### config.mk
export PLATFORM = sky130hd
export DESIGN_NAME = rx_huge_page_ctrl
export DESIGN_NICKNAME = d
export VERILOG_FILES = /design/src/rtl/rx_huge_page_ctrl_pkg.sv /design/src/rtl/rx_hp_slot_regs.sv /design/src/rtl/rx_huge_page_ctrl.sv
export SDC_FILE = /design/constraint.sdc
export NUM_CORES = 1
export LEC_CHECK = 0
export CAP_MARGIN = 20
export CORE_ASPECT_RATIO = 1.75
export CORE_UTILIZATION = 35
export CTS_BUF_LIST = sky130_fd_sc_hd__clkbuf_8
export CTS_CLUSTER_SIZE = 40
export DETAILED_ROUTE_END_ITERATION = 8
export GPL_ROUTABILITY_DRIVEN = 0
export PLACE_DENSITY_LB_ADDON = 0.25
export SYNTH_ARGS = -nofsm -noshare
export SYNTH_HDL_FRONTEND = slang
export SYNTH_SLANG_ARGS = --single-unit
### constraint.sdc
create_clock -name clk -period 6.6 [get_ports clk]
set_clock_uncertainty 0.2 [all_clocks]
set_input_delay 1.65 -clock clk [delete_from_list [all_inputs] [get_ports clk]]
set_output_delay 1.65 -clock clk [all_outputs]
set_load 0.02 [all_outputs]
### src/rtl/rx_huge_page_ctrl_pkg.sv
// Shared constants, FSM encoding and helpers for the RX huge-page controller.
// Optional stall counter is enabled by defining RX_HP_STALL_CNT_EN.
package rx_huge_page_ctrl_pkg;

  localparam int HP_PAGE_BYTES  = 2097152;
  localparam int HP_PAGE_QWORDS = HP_PAGE_BYTES / 8;
  localparam int HP_OFFSET_W    = $clog2(HP_PAGE_QWORDS) + 1;
  localparam int HP_HDR_QWORDS  = 16;

  typedef enum logic [2:0] {
    ST_IDLE,
    ST_DATA,
    ST_HDR,
    ST_SWAP,
    ST_ACK
  } hp_state_e;

  function automatic logic [31:0] sat_inc32(input logic [31:0] v);
    return (v == 32'hFFFF_FFFF) ? v : v + 32'd1;
  endfunction

endpackage

### src/rtl/rx_hp_slot_regs.sv
// Huge-page slot bases and ready flags, with writes to the busy slot deferred
// until the controller is idle again.
module rx_hp_slot_regs
  import rx_huge_page_ctrl_pkg::*;
#(
  parameter int ADDR_W = 64
) (
  input  logic              clk,
  input  logic              reset_n,
  input  logic              wr_en,
  input  logic              wr_sel,
  input  logic [ADDR_W-1:0] wr_addr,
  input  logic              cur_slot,
  input  logic              busy,
  input  logic              idle,
  input  logic              clr_en,
  output logic [1:0]        hp_ready,
  output logic [ADDR_W-1:0] base_cur
);

  logic [ADDR_W-1:0] base_q [2];
  logic [ADDR_W-1:0] pend_addr;
  logic [ADDR_W-1:0] wr_masked;
  logic              pend_vld;
  logic              pend_sel;
  logic              defer;
  logic              wr_now;
  logic              pend_apply;

  assign wr_masked = wr_addr & ~ADDR_W'(7);
  assign defer     = wr_en && (wr_sel == cur_slot) && busy;
  assign wr_now    = wr_en && !defer;
  // A fresh direct write to the same slot supersedes the parked one.
  assign pend_apply = pend_vld && idle && !(wr_now && (wr_sel == pend_sel));

  // Parked write is forwarded so an IDLE-cycle accept already sees the new base.
  assign base_cur = (idle && pend_vld && (pend_sel == cur_slot)) ? pend_addr : base_q[cur_slot];

  always_ff @(posedge clk or negedge reset_n) begin
    if (!reset_n) begin
      pend_vld <= 1'b0;
      pend_sel <= 1'b0;
      hp_ready <= 2'b00;
    end else begin
      if (defer) begin
        pend_vld <= 1'b1;
        pend_sel <= wr_sel;
      end else if (pend_vld && idle) begin
        pend_vld <= 1'b0;
      end
      for (int i = 0; i < 2; i++) begin
        if (clr_en && (cur_slot == 1'(i))) hp_ready[i] <= 1'b0;
        if ((wr_now && (wr_sel == 1'(i))) || (pend_apply && (pend_sel == 1'(i))))
          hp_ready[i] <= 1'b1;
      end
    end
  end

  always_ff @(posedge clk) begin
    if (defer) pend_addr <= wr_masked;
    for (int i = 0; i < 2; i++) begin
      if (wr_now && (wr_sel == 1'(i)))            base_q[i] <= wr_masked;
      else if (pend_apply && (pend_sel == 1'(i))) base_q[i] <= pend_addr;
    end
  end

endmodule

### src/rtl/rx_huge_page_ctrl.sv
// RX huge-page placement controller: turns trigger requests into addressed TLPs
// and runs the header-write / page-swap close sequence. Optional: RX_HP_STALL_CNT_EN.
module rx_huge_page_ctrl
  import rx_huge_page_ctrl_pkg::*;
#(
  parameter int ADDR_W     = 64,
  parameter int OFFSET_W   = HP_OFFSET_W,
  parameter int HDR_QWORDS = HP_HDR_QWORDS
) (
  input  logic                clk,
  input  logic                reset_n,
  input  logic                hp_wr_en,
  input  logic                hp_wr_sel,
  input  logic [ADDR_W-1:0]   hp_wr_addr,
  output logic [1:0]          hp_ready,
  input  logic                trigger_tlp,
  output logic                trigger_tlp_ack,
  input  logic                change_huge_page,
  input  logic                send_last_tlp,
  output logic                change_huge_page_ack,
  input  logic [4:0]          qwords_to_send,
  output logic                tlp_req,
  input  logic                tlp_gnt,
  output logic [ADDR_W-1:0]   tlp_host_addr,
  output logic [4:0]          tlp_qwords,
  output logic                tlp_is_hdr,
  output logic [OFFSET_W-1:0] tlp_hdr_data,
`ifdef RX_HP_STALL_CNT_EN
  output logic [31:0]         stall_cycles,
`endif
  output logic                cur_slot
);

  hp_state_e             state;
  logic                  last_q;
  logic [OFFSET_W-1:0]   offset;
  logic [OFFSET_W-1:0]   next_off;
  logic [ADDR_W-1:0]     off_bytes;
  logic [ADDR_W-1:0]     base_cur;
  logic                  req_any;
  logic                  can_take;

  rx_hp_slot_regs #(.ADDR_W(ADDR_W)) u_slot_regs (
    .clk      (clk),
    .reset_n  (reset_n),
    .wr_en    (hp_wr_en),
    .wr_sel   (hp_wr_sel),
    .wr_addr  (hp_wr_addr),
    .cur_slot (cur_slot),
    .busy     ((state == ST_DATA) || (state == ST_HDR)),
    .idle     (state == ST_IDLE),
    .clr_en   (state == ST_SWAP),
    .hp_ready (hp_ready),
    .base_cur (base_cur)
  );

  assign off_bytes = {{(ADDR_W-OFFSET_W-3){1'b0}}, offset, 3'b000};
  assign next_off  = offset + OFFSET_W'(tlp_qwords);
  assign req_any   = change_huge_page || send_last_tlp || trigger_tlp;
  // The requester still holds its line during the ack cycle, so no accept then.
  assign can_take  = hp_ready[cur_slot] && !trigger_tlp_ack && !change_huge_page_ack;

  always_ff @(posedge clk or negedge reset_n) begin
    if (!reset_n) begin
      state                <= ST_IDLE;
      last_q               <= 1'b0;
      offset               <= OFFSET_W'(HDR_QWORDS);
      cur_slot             <= 1'b0;
      trigger_tlp_ack      <= 1'b0;
      change_huge_page_ack <= 1'b0;
      tlp_req              <= 1'b0;
      tlp_host_addr        <= '0;
      tlp_qwords           <= '0;
      tlp_is_hdr           <= 1'b0;
      tlp_hdr_data         <= '0;
    end else begin
      trigger_tlp_ack      <= 1'b0;
      change_huge_page_ack <= 1'b0;
      case (state)
        ST_IDLE: begin
          if (req_any && can_take) begin
            tlp_req <= 1'b1;
            if (change_huge_page) begin
              state         <= ST_HDR;
              tlp_is_hdr    <= 1'b1;
              tlp_qwords    <= 5'd1;
              tlp_host_addr <= base_cur;
              tlp_hdr_data  <= offset;
            end else begin
              state         <= ST_DATA;
              last_q        <= send_last_tlp;
              tlp_is_hdr    <= 1'b0;
              tlp_qwords    <= qwords_to_send;
              tlp_host_addr <= base_cur + off_bytes;
            end
          end
        end
        ST_DATA: begin
          if (tlp_gnt) begin
            offset <= next_off;
            if (last_q) begin
              state         <= ST_HDR;
              tlp_is_hdr    <= 1'b1;
              tlp_qwords    <= 5'd1;
              tlp_host_addr <= base_cur;
              tlp_hdr_data  <= next_off;
            end else begin
              state           <= ST_IDLE;
              tlp_req         <= 1'b0;
              trigger_tlp_ack <= 1'b1;
            end
          end
        end
        ST_HDR: begin
          if (tlp_gnt) begin
            state      <= ST_SWAP;
            tlp_req    <= 1'b0;
            tlp_is_hdr <= 1'b0;
          end
        end
        ST_SWAP: begin
          cur_slot             <= ~cur_slot;
          offset               <= OFFSET_W'(HDR_QWORDS);
          change_huge_page_ack <= 1'b1;
          state                <= ST_ACK;
        end
        ST_ACK: begin
          state <= ST_IDLE;
        end
        default: state <= ST_IDLE;
      endcase
    end
  end

`ifdef RX_HP_STALL_CNT_EN
  always_ff @(posedge clk or negedge reset_n) begin
    if (!reset_n) begin
      stall_cycles <= 32'd0;
    end else if ((state == ST_IDLE) && req_any && !hp_ready[cur_slot]) begin
      stall_cycles <= sat_inc32(stall_cycles);
    end
  end
`endif

endmodule

# == After elaboration in Yosys (flattened, before gate mapping) ==
# Memories as Yosys holds them, arrays and structs flattened.
# Cells that the tools add are included.
# classes
n_lt_le_gt_ge,1
n_addsub,2
reduce_logical,39
eq_ne,12
bitwise_logic,6
n_mux,58
# ops
op,count
64-bit two-way mux,5
64-bit case mux with 2 select lines,1
61-bit two-way mux,2
19-bit two-way mux,5
19-bit case mux with 2 select lines,2
64-bit by 22-bit adder with 64-bit output,1
1-bit two-way mux,30
5-bit two-way mux,4
19-bit by 5-bit adder with 19-bit output,1
1-bit logical AND,16
5-bit AND reduction,3
2-bit != test (second input constant),6
3-bit case mux with 4 select lines,1
5-bit case mux with 2 select lines,1
2-bit nonzero test,5
3-bit two-way mux,3
3-bit by 2-bit equality test with 1-bit output (second input constant),2
1-bit case mux with 3 select lines,2
3-bit AND reduction,2
1-bit logical OR,5
1-bit zero test,4
2-bit two-way mux,2
1-bit inverter,4
4-bit AND reduction,1
other kinds (7),10
# totals
memories,1
ram_bits,122
in_bits,77
word_cells,135
register_bits,181
output_inout_bits,95
# memory_table
name,depth,word_bits,rd,rd_clocked_by_memory_dff,write_ports,line,rtl
u_slot_regs.base_q,2,61,1,0,2,rx_hp_slot_regs.sv:21,logic [ADDR_W-1:0] base_q [2];

# == Logic depth before layout (Yosys ltp) ==
# Gate-level depths: netlist of run 1.
# depth
word_depth,13
depth_mapped,22
ltp_nobuf,15

# == Cells and area by module ==
# Synthesis of run 1 repeated with hierarchy kept, for this count alone.
# unflattened
cells_unflattened,1329
hier_area_um2,15937.8
# modules_own_cells
mod,cells_per_inst,instances,area_per_inst_um2,seq_area_each_um2
rx_hp_slot_regs,493,1,8753.4,5595.4
rx_huge_page_ctrl,836,1,7184.4,2904.0

# == Worst setup path after synthesis of run 1 ==
# OpenSTA, ideal clock, no wires.
# synth_path
path_kind,input port to flip-flop
startpoint,input port hp_wr_sel
endpoint,"memory u_slot_regs.base_q[0][0] in the netlist's numbering, enable pin"
arrival_ns,4.908
path_slack_ns,0.990
path_buffers,0
required_time_ns,5.897
setup_ns,0.503
path_stages,4
path_cell_list,xnor2_1 nand4b_1 nand2_1 o22ai_1
# synth_lines
item,line,rtl
"start, declared",rx_huge_page_ctrl.sv:13,"input logic hp_wr_sel,"
"end, declared",rx_hp_slot_regs.sv:21,

# == Worst setup path after layout of run 1 ==
# layout_path
startpoint,register state[0]
endpoint,register tlp_host_addr[57]
# layout_between
elab_chain_cells,8
word_cells_on_any_way,16
classes_between,1 x add/sub; 4 x eq/ne; 6 x mux; 5 x reduce/logical
# layout_rtl
item,line,rtl
"start, declared",rx_huge_page_ctrl.sv:34,hp_state_e state;
"start signal, assigned",rx_huge_page_ctrl.sv:65,state <= ST_IDLE;
"start signal, assigned",rx_huge_page_ctrl.sv:84,state <= ST_HDR;
"start signal, assigned",rx_huge_page_ctrl.sv:90,state <= ST_DATA;
3-bit zero test,"rx_huge_page_ctrl.sv:51, rx_huge_page_ctrl.sv:79",
1-bit logical AND (2 in series),rx_hp_slot_regs.sv:37,assign base_cur = (idle && pend_vld && (pend_sel == cur_slot)) ? pend_addr : base_q[cur_slot];
64-bit two-way mux,rx_hp_slot_regs.sv:37,
64-bit by 22-bit adder with 64-bit output,rx_huge_page_ctrl.sv:94,tlp_host_addr <= base_cur + off_bytes;
64-bit two-way mux,rx_huge_page_ctrl.sv:83,if (change_huge_page) begin
64-bit two-way mux,rx_huge_page_ctrl.sv:81,if (req_any && can_take) begin
64-bit case mux with 2 select lines,rx_huge_page_ctrl.sv:79,case (state)
"end signal, assigned",rx_huge_page_ctrl.sv:87,tlp_host_addr <= base_cur;
"end signal, assigned",rx_huge_page_ctrl.sv:94,
"end signal, assigned",rx_huge_page_ctrl.sv:105,tlp_host_addr <= base_cur;
"end, declared",rx_huge_page_ctrl.sv:24,"output logic [ADDR_W-1:0] tlp_host_addr,"
# Several ways; a longest one is shown, not always the timed one. The select of a mux whose other input is x is not followed.
# A chain may end at the register's enable or synchronous reset.

==> results of run 1 <==
report_power, final:
group | switching (mW) | internal, mW | leakage [nW]
clock network | 0.743 | 0.721 | 0.526
registers | 0.441 | 2.66 | 3.15
logic | 2.44 | 1.60 | 3.60
logic make-up (layout without fill, tap and decap cells):
group | Yosys count | count (layout) | synth area share
and+or+nand+nor | 442 | 442 | 0.128
muxes | 185 | 185 | 0.125
adders and majority gates | 27 | 27 | 0.0219
buffers and inverters | 103 | 301 | 0.0277
xor gates and xnor gates | 79 | 79 | 0.0430
other | 1 | 8 | 0.000233
DFF | 300 | 300 | 0.524
AOI/OAI and AO/OA | 342 | 342 | 0.130
per-layer routing:
layer  vias up  GRT usage  wire, um
met4         0      0.119      2390
met1      5866      0.221     17400
li1       5783          -         -
met5         -          0         0
met2       331      0.380     25900
met3        98     0.0241      1680
worst reg2reg max path, stage by stage, from the launching register on:
cell,delay (ps)
dfrtp_1,580
or4b_1,730
nor2_8,300
nand2_1,90
o21ai_0,280
ha_1,300
inv_1,60
fa_1,400
nand2b_1,180
a21oi_1,190
o21ai_0,230
a21boi_0,360
o21ai_1,340
nor4_2,630
xnor2_1,180
o21ai_1,70
metrics by stage:
step | hold WS (ps) | instance area (um^2)
final | 278 | 19300
after global routing | 302 | 19300
after CTS | 284 | 19200
after detailed placement | 270 | 18400
after global placement | 268 | 18400
after floorplan | 298 | 16100
registers in the layout (all words and copies together) (netlist names):
signal,flops
tlp_qwords,5
cur_slot,1
trigger_tlp_ack,1
offset,19
u_slot_regs.hp_ready,2
tlp_hdr_data,19
u_slot_regs.pend_sel,1
tlp_is_hdr,1
tlp_req,1
change_huge_page_ack,1
u_slot_regs.base_q,122
u_slot_regs.pend_addr,61
u_slot_regs.pend_vld,1
tlp_host_addr,61
state,3
last_q,1
layout make-up:
type,count,area (um^2)
tap,577,722
clock buffer,52,716
timing repair buffer,201,1920
clock inverter,32,135
sequential,300,8430
fill,4387,26000
antenna,5,12.5
inverter,16,60.1
multi-input combinational,1078,7270
worst min path at each step:
| stage | startpoint | to | slack (ps) |
|---|---|---|---|
| finish | tlp_host_addr[61] | tlp_host_addr[61] | 280 |
| global route | tlp_host_addr[61] | tlp_host_addr[61] | 300 |
| CTS | tlp_host_addr[27] | tlp_host_addr[27] | 280 |
| detailed placement | tlp_host_addr[27] | tlp_host_addr[27] | 270 |
| global placement | tlp_host_addr[27] | tlp_host_addr[27] | 270 |
| floorplan | offset[18] | offset[18] | 300 |
cell usage in the layout (no fill, tap or decap), drive strengths merged, types with 41 or more instances in the layout:
| cell type | Yosys | final |
|---|---|---|
| mux2 | 131 | 131 |
| dfrtp | 116 | 116 |
| xnor2 | 56 | 56 |
| clkbuf | 56 | 53 |
| edfxtp | 183 | 183 |
| a21oi | 88 | 88 |
| clkdlybuf4s50 | 0 | 164 |
| inv | 16 | 41 |
| mux2i | 54 | 54 |
| nand2 | 193 | 193 |
| o21ai | 130 | 130 |
| nor2 | 103 | 103 |
==> results.json, run 1 <==
{
  "max_cap_viol_count": 0,
  "grt_pass1_vias": 12400,
  "synthFlopType": "edfxtp_1",
  "drive_gt1_frac": 0.149,
  "final_util": 0.426,
  "antenna_found_initial": 6,
  "io_buffer_count": 165,
  "dp_cells": 2171,
  "leakage_nw": 7.27,
  "ys_seq_area_frac": 0.524,
  "slowest_stage": "or4b_1",
  "grt_usage": 0.206,
  "cts.sinks": 300,
  "worstSetupEndpointType": "register",
  "cp_top_family": "simple AND/OR/NAND/NOR gates",
  "drt-initial-drc-count": 635,
  "crit_chain": "or4b_1 -> nor2_8 -> nand2_1 -> o21ai_0 -> ha_1 -> inv_1 -> fa_1 -> nand2b_1 -> a21oi_1 -> o21ai_0 -> a21boi_0 -> o21ai_1 -> nor4_2 -> xnor2_1 -> o21ai_1",
  "worst_setup_path_start_kind": "register",
  "vias": 12100,
  "rr_startpoint": "state[0]",
  "synth_edf_count": 183,
  "cts_setup_buffers": 0,
  "cts-root-buf": "clkbuf_8",
  "status": "completed",
  "rsz0062_at_grt": "no",
  "nets": 1747,
  "die_w_um": 164,
  "insertion_delay_ps": 600,
  "ys_async_sr_fraction": 0.390,
  "grt_max_degree": 68,
  "fin_cells": 2261,
  "dr.pass1.iters": 5,
  "synth.area.top_cells": "edfxtp_1 (34%), dfrtp_1 (18%), mux2_2 (9.2%), nand2_1 (4.5%), o21ai_0 (3.8%)",
  "setup_slack_ps": 1360,
  "cp.required_ps": 6860,
  "hold_path_depth": 2,
  "path_depth": 15,
  "tns_ps": 0,
  "ys_types": 80,
  "yosysMostFrequentCell": "nand2_1",
  "drt.antenna.violating_nets": 0,
  "drt-wirelength-per-cell_um": 21.0,
  "synth_area_leader_cell": "edfxtp_1",
  "path_buf_inv": 1,
  "worst_pin_slew_ps": 992,
  "clockBufferDepth": 3,
  "cp_data_arrival_time_ps": 5510,
  "critPathLaunch": "state[0]",
  "rows": 103,
  "r2r_cells": 15,
  "core_area_um2": 45200,
  "finalHoldViolations": 0,
  "cts_buffers": 46,
  "ys_seq_elements": 300,
  "wl_mm": 47.4,
  "synth_top_area_frac": 0.342,
  "cpPeakStageDelay_ps": 730,
  "drv_slew": 0,
  "detailedPlace.worstSlack_ps": 1340,
  "start_util": 0.356,
  "min_period_ps": 5240,
  "cts_resized": 0,
  "synth.avg_cell_area_um2": 10.9,
  "crit_end": "tlp_host_addr[57]",
  "syn_to_final_growth_pct": 19.7,
  "power.density_nw_per_um2": 447,
  "clk_pin_slew_ps": 70,
  "htreeDepth": 2,
  "drt-vias-per-instance": 5.34,
  "path_class": "reg2reg",
  "hold_path_class": "reg2reg",
  "fp.dieH_um": 286,
  "grt_pass1_wl_mm": 72.5,
  "max_freq_mhz": 191,
  "drc_errors": 0,
  "path_max_fanout": 19,
  "power_mw": 8.61,
  "timing.rr.end": "tlp_host_addr[57]",
  "netlist_area_um2": 16100,
  "yosysWarningCount": 0,
  "finalSetupViolCount": 0,
  "holdBufCountCts": 0,
  "ys_top_cells_by_count": "nand2_1 (193), edfxtp_1 (183), mux2_2 (131), o21ai_0 (122), dfrtp_1 (116)",
  "ff2ff_setup_slack_ps": 1360,
  "min_period_over_period": 0.794,
  "io_pins": 172,
  "die_area_um2": 46900,
  "grt_overflow": 0,
  "irDropWorstVdd_mv": 0.247,
  "slew_headroom": 0.332,
  "cts_tree": "yes",
  "dp_hpwl_mm": 34.7,
  "synth_cells": 1479
}
No activity file was read; power rests on OpenSTA's default activity.
==> run 2, diff against run 1 <==
Clock period 6.6 ns to 5.03 ns, I/O delays scaled along.
==> run 2 against run 1 <==
Effect of this change: die area did not move; via count rose by 0.76%; count of clock-buffer cells in the layout fell by 3; final cell count rose by 0.62%; worst hold slack improved by 2.4 ps; critical path type unchanged; largest cell class unchanged.
==> results.json, run 2 (same netlist as run 1, synthesis figures left out) <==
{
  "die_area_um2": 46900,
  "drc_errors": 0,
  "path_max_fanout": 13,
  "status": "completed",
  "placed_cell_area_um2": 18600,
  "ff2ff_setup_slack_ps": 290,
  "tns_ps": 0,
  "cts_buffers": 45,
  "grt_pass1_wl_mm": 71.9,
  "antenna_found_initial": 2,
  "holdBufCountCts": 0,
  "finalHoldViolations": 0,
  "path_class": "reg2reg",
  "cts_tree": "yes",
  "cp.required_ps": 5300,
  "grt_max_degree": 95,
  "syn_to_final_growth_pct": 21.7,
  "power.density_nw_per_um2": 594,
  "min_period_ps": 4740,
  "rr_startpoint": "state[0]",
  "hold_path_class": "reg2reg",
  "dp_hpwl_mm": 34.2,
  "grt_overflow": 0,
  "insertion_delay_ps": 590,
  "irDropWorstVdd_mv": 0.308,
  "max_cap_viol_count": 0,
  "min_from": "tlp_host_addr[27]",
  "largest_reg_flops": 122,
  "nets": 1765,
  "grt_usage": 0.205,
  "drt-vias-per-instance": 5.35,
  "clk_pin_slew_ps": 70,
  "rows": 103,
  "drive_gt1_frac": 0.162,
  "critPathLaunch": "state[0]",
  "nFillCells": 4316,
  "core_area_um2": 45200,
  "fp.dieH_um": 286,
  "drt.antenna.violating_nets": 0,
  "htreeDepth": 2,
  "max_freq_mhz": 211,
  "reg_top3": "u_slot_regs.base_q: 122 flops, tlp_host_addr: 61 flops, u_slot_regs.pend_addr: 61 flops",
  "regMostFlops": "u_slot_regs.base_q",
  "clockBufferDepth": 3,
  "worst_pin_slew_ps": 1000,
  "cp_data_arrival_time_ps": 5010,
  "final_util": 0.433,
  "cts.sinks": 300,
  "worst_setup_path_start_kind": "register",
  "vias": 12200,
  "leakage_nw": 7.41,
  "drt-wirelength-per-cell_um": 20.8,
  "slew_headroom": 0.330,
  "io_pins": 172,
  "crit_end": "tlp_host_addr[60]",
  "rsz0062_at_grt": "no",
  "grt_pass1_vias": 12300,
  "most-common-layout-cells": "nand2_1 (191), edfxtp_1 (183), clkdlybuf4s50_1 (164), mux2_2 (131), o21ai_0 (122)",
  "cts-root-buf": "clkbuf_8",
  "finalSetupViolCount": 0,
  "start_util": 0.356,
  "drv_slew": 0,
  "mostFrequentLayoutCell": "nand2_1",
  "wl_mm": 47.4,
  "die_w_um": 164,
  "min_period_over_period": 0.942,
  "worstSetupEndpointType": "register",
  "hold_path_depth": 2,
  "post-route-cell-area_um2": 19600,
  "timing.rr.end": "tlp_host_addr[60]",
  "io_buffer_count": 165,
  "r2r_cells": 13,
  "dr.pass1.iters": 7,
  "drt-initial-drc-count": 721
}
-- run 2: changes by cell type in the layout (fill, tap and decap cells not counted), sizes merged --
cell | before | now
buf | 36 | 56
inv | 41 | 36
bufinv | 0 | 4
clkbuf | 53 | 49
diode | 5 | 2
clkinvlp | 0 | 2
-- run 2: power breakdown --
| group | total, mW | internal (mW) | switching (mW) |
|---|---|---|---|
| Clock | 2.09 | 1.11 | 0.982 |
| Sequential | 4.01 | 3.49 | 0.515 |
| Combinational | 5.53 | 2.21 | 3.32 |
-- run 2: critical path, stage by stage (launching register included) --
cell	delay (ps)
dfrtp_1	370
or4b_1	660
nor2_8	260
buf_4	220
o21ai_0	310
ha_1	490
inv_1	60
o32ai_1	570
and2_1	210
a211oi_1	70
a2111o_1	600
and4bb_1	360
xnor2_1	120
o21ai_1	70
-- run 2: cell type report --
type	instances	area [um^2]	area share
diodes	2	5.00	0.000256
clock buffers	49	674	0.0344
clock inverters	33	246	0.0126
inverters	16	60.1	0.00307
multi-input cells	1078	7290	0.372
flip-flops and latches	300	8430	0.430
well taps	577	722	0.0369
repair buffers	220	2160	0.110
-- run 2: layer usage --
metal  up-vias  routed length [um]  global-route usage
li1       5802                   -                   -
met1      5956               17300               0.217
met2       312               26100               0.387
met3       100                1660              0.0228
met4         0                2260               0.107
met5         -                   0                   0
-- run 2: worst min path at each step --
stage	to	slack, ps
5_1_grt	tlp_host_addr[49]	320
4_1_cts	tlp_host_addr[27]	280
2_1_floorplan	offset[18]	300
3_3_place_gp	tlp_host_addr[25]	270
3_5_place_dp	tlp_host_addr[25]	270
6_report	tlp_host_addr[27]	280
-- run 2: repair_timing --
action,CTS,global route
gates resized for setup,0,2
buffers inserted,0,1
setup endpoints to repair,0,2
-- run 2: metrics by stage --
step	hold WS (ps)	std cells	power, mW	setup slack (ps)
final	280	2275	11.6	290
after global routing	316	2275	12.4	0.207
after CTS	284	2271	11.8	223
after detailed placement	269	2189	9.64	234
after global placement	268	2189	9.55	285
after floorplan	298	1481	7.40	122
